==> config.mk <==
export PLATFORM = sky130hd
export DESIGN_NAME = div_sequencer_flat
export DESIGN_NICKNAME = d
export VERILOG_FILES = /design/src/rtl/div_pkg.sv /design/src/rtl/div_sequencer_if.sv /design/src/rtl/div_sequencer.sv /design/src/flat_wrapper.sv
export SDC_FILE = /design/constraint.sdc
export NUM_CORES = 1
export LEC_CHECK = 0
export BUFFER_PORTS_ARGS = -buffer_cell sky130_fd_sc_hd__buf_2
export CORE_MARGIN = 8
export CORE_UTILIZATION = 50
export CTS_CLUSTER_DIAMETER = 40
export DETAILED_ROUTE_END_ITERATION = 10
export PLACE_DENSITY = 0.81
export SETUP_SLACK_MARGIN = 0.15
export SLEW_MARGIN = 20
export SYNTH_ARGS = -nofsm -noshare
export SYNTH_HDL_FRONTEND = slang
export SYNTH_SLANG_ARGS = --single-unit
==> constraint.sdc <==
create_clock -name clk -period 3.7 [get_ports clk]
set_input_delay 0.37 -clock clk [delete_from_list [all_inputs] [get_ports clk]]
set_output_delay 0.37 -clock clk [all_outputs]
set_load 0.005 [all_outputs]
==> src/rtl/div_pkg.sv <==
// -----------------------------------------------------------------------------
// div_pkg
// Shared widths, FSM state encoding and timing defaults for the divider
// sequencer and its bus interface.
// -----------------------------------------------------------------------------
package div_pkg;

  localparam int DIVIDEND_W = 8;
  localparam int DIVISOR_W  = 7;

  // Wait counter must be able to reach TIMEOUT.
  localparam int CNT_W = 5;

  localparam int MIN_WAIT_DEF = 16;
  localparam int TIMEOUT_DEF  = 24;

  // Result reported when the divisor is zero and the divider is skipped.
  localparam logic [DIVIDEND_W-1:0] DIVZERO_QUOTIENT  = '1;
  localparam logic [DIVISOR_W-1:0]  DIVZERO_REMAINDER = '0;

  typedef enum logic [1:0] {
    IDLE  = 2'd0,
    START = 2'd1,
    WAIT  = 2'd2,
    DONE  = 2'd3
  } div_state_t;

  // True when a cycle count can be represented by the wait counter.
  function automatic bit fits_cnt(input int value);
    return (value >= 0) && (value < (1 << CNT_W));
  endfunction

endpackage

==> src/rtl/div_sequencer_if.sv <==
// -----------------------------------------------------------------------------
// div_sequencer_if
// Bundles the three handshakes of the divider sequencer:
//   op_*  : operand pair offered by the producer (valid/ready)
//   div_* : start pulse and operands to the external divider, result back
//   res_* : captured result to the consumer (valid/ready)
// Modports:
//   slave  : the sequencer itself
//   master : the surrounding logic (producer, divider, consumer)
// -----------------------------------------------------------------------------
interface div_sequencer_if;
  import div_pkg::*;

  logic                  op_valid;
  logic                  op_ready;
  logic [DIVIDEND_W-1:0] op_dividend;
  logic [DIVISOR_W-1:0]  op_divisor;

  logic                  div_start;
  logic [DIVIDEND_W-1:0] div_dividend;
  logic [DIVISOR_W-1:0]  div_divisor;
  logic [DIVIDEND_W-1:0] div_quotient;
  logic [DIVISOR_W-1:0]  div_remainder;
  logic                  div_valid;

  logic                  res_valid;
  logic                  res_ready;
  logic [DIVIDEND_W-1:0] res_quotient;
  logic [DIVISOR_W-1:0]  res_remainder;
  logic                  res_divzero;
  logic                  res_timeout;

  modport slave (
    input  op_valid, op_dividend, op_divisor,
    input  div_quotient, div_remainder, div_valid,
    input  res_ready,
    output op_ready,
    output div_start, div_dividend, div_divisor,
    output res_valid, res_quotient, res_remainder, res_divzero, res_timeout
  );

  modport master (
    output op_valid, op_dividend, op_divisor,
    output div_quotient, div_remainder, div_valid,
    output res_ready,
    input  op_ready,
    input  div_start, div_dividend, div_divisor,
    input  res_valid, res_quotient, res_remainder, res_divzero, res_timeout
  );

endinterface

==> src/rtl/div_sequencer.sv <==
// -----------------------------------------------------------------------------
// div_sequencer
// Accepts one operand pair, launches the external divider with a one-cycle
// start pulse, waits a minimum number of cycles before trusting div_valid,
// forces a capture at TIMEOUT if the divider never answers, and holds the
// result until the consumer takes it. A zero divisor bypasses the divider.
//
// Parameters:
//   MIN_WAIT : WAIT cycles before div_valid is honoured
//   TIMEOUT  : WAIT cycle count at which capture is forced
// Ports:
//   clk   : clock, all logic on rising edge
//   reset : synchronous active-high reset
//   bus   : div_sequencer_if.slave (op_*, div_*, res_* handshakes)
//
// state | meaning
// ------+--------------------------------------------------------------
// IDLE  | op_ready high, waiting for an operand pair
// START | div_start high for this single cycle
// WAIT  | counting cycles, qualifying div_valid, watching for TIMEOUT
// DONE  | res_valid high, result held until res_ready
// -----------------------------------------------------------------------------
module div_sequencer
  import div_pkg::*;
#(
  parameter int MIN_WAIT = MIN_WAIT_DEF,
  parameter int TIMEOUT  = TIMEOUT_DEF
) (
  input  logic            clk,
  input  logic            reset,
  div_sequencer_if.slave  bus
);

  localparam logic [CNT_W-1:0] MIN_WAIT_C = CNT_W'(MIN_WAIT);
  localparam logic [CNT_W-1:0] TIMEOUT_C  = CNT_W'(TIMEOUT);

  div_state_t            state;
  div_state_t            state_nxt;

  logic [CNT_W-1:0]      wait_cnt;

  logic [DIVIDEND_W-1:0] dividend_q;
  logic [DIVISOR_W-1:0]  divisor_q;

  logic [DIVIDEND_W-1:0] quotient_q;
  logic [DIVISOR_W-1:0]  remainder_q;
  logic                  divzero_q;
  logic                  timeout_q;

  logic                  load_ops;
  logic                  cap_zero;
  logic                  cap_div;
  logic                  cap_timeout;
  logic                  div_ok;

  // div_valid only counts once the minimum wait has elapsed; earlier pulses
  // are treated as glitches from a divider that has not settled.
  assign div_ok = bus.div_valid && (wait_cnt >= MIN_WAIT_C);

  always_ff @(posedge clk) begin
    if (reset) begin
      state <= IDLE;
    end else begin
      state <= state_nxt;
    end
  end

  always_comb begin
    state_nxt   = state;
    load_ops    = 1'b0;
    cap_zero    = 1'b0;
    cap_div     = 1'b0;
    cap_timeout = 1'b0;
    case (state)
      IDLE: begin
        if (bus.op_valid) begin
          load_ops = 1'b1;
          if (bus.op_divisor == '0) begin
            cap_zero  = 1'b1;
            state_nxt = DONE;
          end else begin
            state_nxt = START;
          end
        end
      end
      START: begin
        state_nxt = WAIT;
      end
      WAIT: begin
        if (div_ok) begin
          cap_div   = 1'b1;
          state_nxt = DONE;
        end else if (wait_cnt == TIMEOUT_C) begin
          // Take whatever the divider is driving and flag it as untrusted.
          cap_div     = 1'b1;
          cap_timeout = 1'b1;
          state_nxt   = DONE;
        end
      end
      DONE: begin
        if (bus.res_ready) begin
          state_nxt = IDLE;
        end
      end
      default: begin
        state_nxt = IDLE;
      end
    endcase
  end

  // Counter is zero on entry to WAIT because it is held clear elsewhere.
  always_ff @(posedge clk) begin
    if (reset) begin
      wait_cnt <= '0;
    end else if (state == WAIT) begin
      wait_cnt <= wait_cnt + 1'b1;
    end else begin
      wait_cnt <= '0;
    end
  end

  // Operands stay on the divider inputs until the next accepted pair.
  always_ff @(posedge clk) begin
    if (reset) begin
      dividend_q <= '0;
      divisor_q  <= '0;
    end else if (load_ops) begin
      dividend_q <= bus.op_dividend;
      divisor_q  <= bus.op_divisor;
    end
  end

  // Result registers are cleared by reset so an abandoned divide can never
  // leak its result onto res_* later.
  always_ff @(posedge clk) begin
    if (reset) begin
      quotient_q  <= '0;
      remainder_q <= '0;
      divzero_q   <= 1'b0;
      timeout_q   <= 1'b0;
    end else if (cap_zero) begin
      quotient_q  <= DIVZERO_QUOTIENT;
      remainder_q <= DIVZERO_REMAINDER;
      divzero_q   <= 1'b1;
      timeout_q   <= 1'b0;
    end else if (cap_div) begin
      quotient_q  <= bus.div_quotient;
      remainder_q <= bus.div_remainder;
      divzero_q   <= 1'b0;
      timeout_q   <= cap_timeout;
    end
  end

  // op_ready is masked by reset so that every output reads 0 while reset is
  // held; it rises in the first cycle after reset is released.
  assign bus.op_ready      = (state == IDLE) && !reset;
  assign bus.div_start     = (state == START);
  assign bus.res_valid     = (state == DONE);

  assign bus.div_dividend  = dividend_q;
  assign bus.div_divisor   = divisor_q;

  assign bus.res_quotient  = quotient_q;
  assign bus.res_remainder = remainder_q;
  assign bus.res_divzero   = divzero_q;
  assign bus.res_timeout   = timeout_q;

endmodule

==> src/flat_wrapper.sv <==
// flat-port wrapper written by rule: the top's interface ports become plain ports
module div_sequencer_flat import div_pkg::*;
#(
  parameter int MIN_WAIT = MIN_WAIT_DEF,
  parameter int TIMEOUT  = TIMEOUT_DEF
)
  (clk, reset, bus_op_valid, bus_op_dividend, bus_op_divisor, bus_div_quotient, bus_div_remainder, bus_div_valid, bus_res_ready, bus_op_ready, bus_div_start, bus_div_dividend, bus_div_divisor, bus_res_valid, bus_res_quotient, bus_res_remainder, bus_res_divzero, bus_res_timeout);
  div_sequencer_if bus_i ();
  input  logic clk;
  input  logic reset;
  input wire logic [$bits(bus_i.op_valid)-1:0] bus_op_valid;
  input wire logic [$bits(bus_i.op_dividend)-1:0] bus_op_dividend;
  input wire logic [$bits(bus_i.op_divisor)-1:0] bus_op_divisor;
  input wire logic [$bits(bus_i.div_quotient)-1:0] bus_div_quotient;
  input wire logic [$bits(bus_i.div_remainder)-1:0] bus_div_remainder;
  input wire logic [$bits(bus_i.div_valid)-1:0] bus_div_valid;
  input wire logic [$bits(bus_i.res_ready)-1:0] bus_res_ready;
  output wire logic [$bits(bus_i.op_ready)-1:0] bus_op_ready;
  output wire logic [$bits(bus_i.div_start)-1:0] bus_div_start;
  output wire logic [$bits(bus_i.div_dividend)-1:0] bus_div_dividend;
  output wire logic [$bits(bus_i.div_divisor)-1:0] bus_div_divisor;
  output wire logic [$bits(bus_i.res_valid)-1:0] bus_res_valid;
  output wire logic [$bits(bus_i.res_quotient)-1:0] bus_res_quotient;
  output wire logic [$bits(bus_i.res_remainder)-1:0] bus_res_remainder;
  output wire logic [$bits(bus_i.res_divzero)-1:0] bus_res_divzero;
  output wire logic [$bits(bus_i.res_timeout)-1:0] bus_res_timeout;
  assign bus_i.op_valid = bus_op_valid;
  assign bus_i.op_dividend = bus_op_dividend;
  assign bus_i.op_divisor = bus_op_divisor;
  assign bus_i.div_quotient = bus_div_quotient;
  assign bus_i.div_remainder = bus_div_remainder;
  assign bus_i.div_valid = bus_div_valid;
  assign bus_i.res_ready = bus_res_ready;
  assign bus_op_ready = bus_i.op_ready;
  assign bus_div_start = bus_i.div_start;
  assign bus_div_dividend = bus_i.div_dividend;
  assign bus_div_divisor = bus_i.div_divisor;
  assign bus_res_valid = bus_i.res_valid;
  assign bus_res_quotient = bus_i.res_quotient;
  assign bus_res_remainder = bus_i.res_remainder;
  assign bus_res_divzero = bus_i.res_divzero;
  assign bus_res_timeout = bus_i.res_timeout;
  div_sequencer #(.MIN_WAIT(MIN_WAIT), .TIMEOUT(TIMEOUT)) u_core (.clk(clk), .reset(reset), .bus(bus_i));
endmodule
After elaboration in Yosys (flattened, before gate mapping)
Index checks and enable logic that the tools add are counted.
Widths: inputs -> output; s select.
{"block": "word_totals", "regBits": 39, "latch_bits": 0, "ramBits": 0, "romBits": 0, "out_inout_bits": 35, "mem_count": 0}
{"block": "classes", "addsub": 1, "multipliers": 0, "div_mod_pow": 0, "n_lt_le_gt_ge": 1, "eq_ne": 7, "shifts": 0, "mux": 20, "bitwise": 1, "n_reduce_logical": 9}
{"op": "$mux 8", "count": 2}
{"op": "$mux 1", "count": 12}
{"op": "$mux 2", "count": 5}
{"op": "$pmux 2 s4", "count": 1}
{"op": "$logic_not 7->1", "count": 1}
{"op": "$add 5x1->5 const B", "count": 1}
{"op": "$eq 5x5->1 const B", "count": 1}
{"op": "$ge 5x5->1 const B", "count": 1}
{"op": "$eq 2x2->1 const B", "count": 2}
{"op": "$ne 2x2->1 const B", "count": 2}
{"op": "$reduce_or 2->1", "count": 2}
{"op": "$ne 3x1->1 const B", "count": 1}
{"op": "$reduce_and 3->1", "count": 1}
{"op": "$eq 2x1->1 const B", "count": 1}
{"op": "$logic_and 1x1->1", "count": 2}
{"op": "$logic_not 2->1", "count": 1}
{"op": "$reduce_bool 2->1", "count": 1}
{"op": "$logic_not 1->1", "count": 1}
{"op": "$not 1->1", "count": 1}

Depth between registers and ports, before layout
{"block": "depth", "ltp_word": 6, "mapped_depth": 8, "ltp_nobuf": 6}

Least setup slack after synthesis
Ideal clock, no wire load.
{"block": "synth_path", "path_kind": "register to register", "from": "register u_core.state[0]", "to": "register u_core.timeout_q (netlist: u_core.bus.res_timeout)", "setup_time_ns": 0.091, "arrival_ns": 1.473, "required_ns": 3.609, "slack_ns": 2.136, "stages_incl_launch_ff": 9, "period_less_slack_ns": 1.564, "cell_sequence": "dfxtp_1 -> inv_1 -> ha_1 -> and2_0 -> buf_2 -> nand3_2 -> nand2b_1 -> buf_4 -> a311oi_1"}
{"block": "synth_between", "elab_chain_len": 3, "word_cells_on_any_way": 6}
{"element": "start: declaration", "line": "div_sequencer.sv:37", "source": "div_state_t state;"}
{"element": "start signal: assignment", "line": "div_sequencer.sv:64", "source": "state <= state_nxt;"}
{"element": "$logic_not 2->1", "line": "div_sequencer.sv:74", "source": "case (state)"}
{"element": "$mux 1", "line": "div_sequencer.sv:74"}
{"element": "$reduce_or 2->1 (no line)"}
{"element": "end signal: assignment", "line": "div_sequencer.sv:150", "source": "timeout_q <= cap_timeout;"}
{"element": "end: declaration", "line": "div_sequencer.sv:48", "source": "logic timeout_q;"}
Parallel ways exist; a longest one is shown, timed or not.
A chain may end at the register's enable or synchronous reset.

Final worst setup path
Same ends and word-level chain as after synthesis.

==> results.toml <==
[outcome]
outcome = "complete, no violations"

[yosys]
yosysSeqAreaShare_pct = 49.5
synth_area_per_cell_sq_um = 8.34
syn_nets = 231
yosys-top-cells-area = "dfxtp_1, nand2_1, a21oi_1"
syn_inst = 189
netlist.area_leader.share_pct = 49.5
ys_seq_elements = 39
yosysUniqueCellTypes = 28
syn-cell-area_sq_mm = 0.00158
synth_top_area_cell = "dfxtp_1"
synth_warnings = 0

[min_path]
min-delay-path-class = "in2reg"

[place]
gp_congestion = 0.709
hpwlAfterDp_um = 2910
port_buffers = 69

[sta]
drv_slew = 0
fin_worst_skew_ns = 0.00637
rsz0062_at_grt = "no"
slew_headroom_pct = 46.1
final.min_clock_period_ns = 2.19
max_freq_mhz = 458
period_share_pct = 59.1
finalHoldViolCount = 0
hold_ws_ns = 0.245
setup_violations = 0
tightest_slew_ns = 0.808
fin_tns_setup_ns = 0

[cts]
h-tree-depth = 2
clock-sinks = 39
clock_path_buffers = 2
cts_tree = "yes"
cts_buffers = 5
cts_resized = 0
postCtsHoldBufs = 0
clk_latency_ns = 0.34
postCtsSetupRepairBufs = 0
cts_root_buffer = "clkbuf_4"
clk_pin_slew_worst_paths_ns = 0.11

[final_layout]
syn_to_final_growth_pct = 27.4
final_core_util_pct = 66.3
nets = 298
fillCellCount = 259
antenna_cells = 0
final_cell_mix = "buf_2, nand2_1, dfxtp_1"
final_common_cell = "buf_2"
layout-drive-gt1-share_pct = 31.1

[worst_setup_path]
start_kind = "register"
slowest_stage = "and2_0"
required_ns = 3.93
max_stage_delay_ns = 0.66
path_max_fanout = 16
end_kind = "register"
worstPathCellList = "inv_1 -> ha_1 -> and2_0 -> nand3_2 -> nand2b_1 -> a311oi_1"
arrival_ns = 2.41
critical_path_class = "reg2reg"

[detailed_routing]
first_pass_iters = 4
wl_um = 3870
vias = 1467
drc = 0
via_per_inst = 4.87
routedWlPerCell_um = 12.9
ant_nets = 0
drt_iter0_markers = 130

[die]
die-area_sq_mm = 0.00521
core-area_sq_mm = 0.00303
die_w_um = 72.2
initial_core_util_pct = 52.1
row_count = 20
io_pins = 70
die_h_um = 72.2

[global_route]
antenna_found_initial = 0
gr-total-overflow = 0
track_usage_pct = 14.5
grt_max_degree = 30
grt_pass1_wl_um = 6090
grt_pass1_vias = 1332

[power]
powerDensity_mw_per_mm2 = 514
p_leak_nw = 0.917
irDropWorstVdd_mv = 0.286

[job]
cap_violations = 0
## worst paths after layout
kind | startpoint | to | slack [ns] | cells after the start
max | u_core.state[0]$_SDFFE_PP0P_ | u_core.bus.res_timeout$_SDFFE_PP0P_ | 1.51 | 6
min | bus_div_remainder[4] | u_core.bus.res_remainder[4]$_SDFFE_PP0P_ | 0.25 | 3
max reg2reg | u_core.state[0]$_SDFFE_PP0P_ | u_core.bus.res_timeout$_SDFFE_PP0P_ | 1.51 | 6
min reg2reg | u_core.bus.res_remainder[3]$_SDFFE_PP0P_ | u_core.bus.res_remainder[3]$_SDFFE_PP0P_ | 0.46 | 2
## layout make-up
cell class	instances	area (sq um)	area share, %
flip-flops and latches	39	781	38.9
multi-input cells	133	711	35.4
clock inverters	2	35.0	1.74
repair buffers	69	345	17.2
inverters	8	30.0	1.50
clock buffers	6	51.3	2.55
well taps	44	55.1	2.74
## flip-flops by register name (all words and copies together) (netlist names)
name and count:
u_core.bus.div_dividend 8, u_core.bus.div_divisor 7, u_core.state 2, u_core.bus.res_remainder 7
u_core.bus.res_divzero 1, u_core.bus.res_quotient 8, u_core.bus.res_timeout 1, u_core.wait_cnt 5
## through the flow
stage / power (mW) / setup WS [ns] / cells / instance area [sq um]
2_1_floorplan: 0.661 / 2.14 / 189 / 1580
3_3_place_gp: 0.742 / 1.58 / 293 / 1920
3_5_place_dp: 0.749 / 1.48 / 293 / 1920
4_1_cts: 1.04 / 1.48 / 301 / 2010
5_1_grt: 1.10 / 1.31 / 301 / 2010
6_report: 1.03 / 1.51 / 301 / 2010
## layer usage
layer	share of wire [%]	vias to the layer above	wire length [um]	GRT usage [%]
li1	-	755	-	-
met1	44	650	1710	16.8
met2	45	57	1740	22.4
met3	9.7	5	374	7.16
met4	1.3	0	51	5.44
met5	0	-	0	0
## logic make-up after synthesis
logic type	count (synthesis)	share of synthesized area (%)
flip-flops	39	49.5
adder cells (fa/ha/maj)	7	5.56
XOR/XNOR	3	1.67
AO/OA/AOI/OAI	41	16.0
AND/OR/NAND/NOR	82	21.9
buffers and inverters	17	5.40
## worst max-delay path, delay by kind of cell, from the launching register on
family	cells	cell delay (ns)
fa+ha+maj	1	0.21
compound gates	1	0.08
simple gates	3	1.32
flops	1	0.35
buf+inv	1	0.11
## cells in the mapped netlist
cell        n
a211oi_1    1
a21oi_1    25
a22oi_1     1
a2bb2oi_1   1
a311oi_1    1
a31oi_1    10
and2_0      1
and3_1      1
and3b_2     1
buf_2       2
buf_4       1
buf_6       2
clkbuf_1    4
dfxtp_1    39
ha_1        7
inv_1       8
nand2_1    62
nand2b_1    3
nand3_1     2
nand3_2     1
nor2_1      6
nor2b_1     2
nor3_1      2
nor4_1      1
o211a_1     1
o211ai_4    1
xnor2_1     2
xor2_1      1
## report_power, final
group / switching (mW) / total, mW / internal [mW]
Combinational: 0.147 / 0.255 / 0.108
Sequential: 0.0239 / 0.482 / 0.458
Clock: 0.136 / 0.295 / 0.160
No activity file was read; power rests on OpenSTA's default activity.
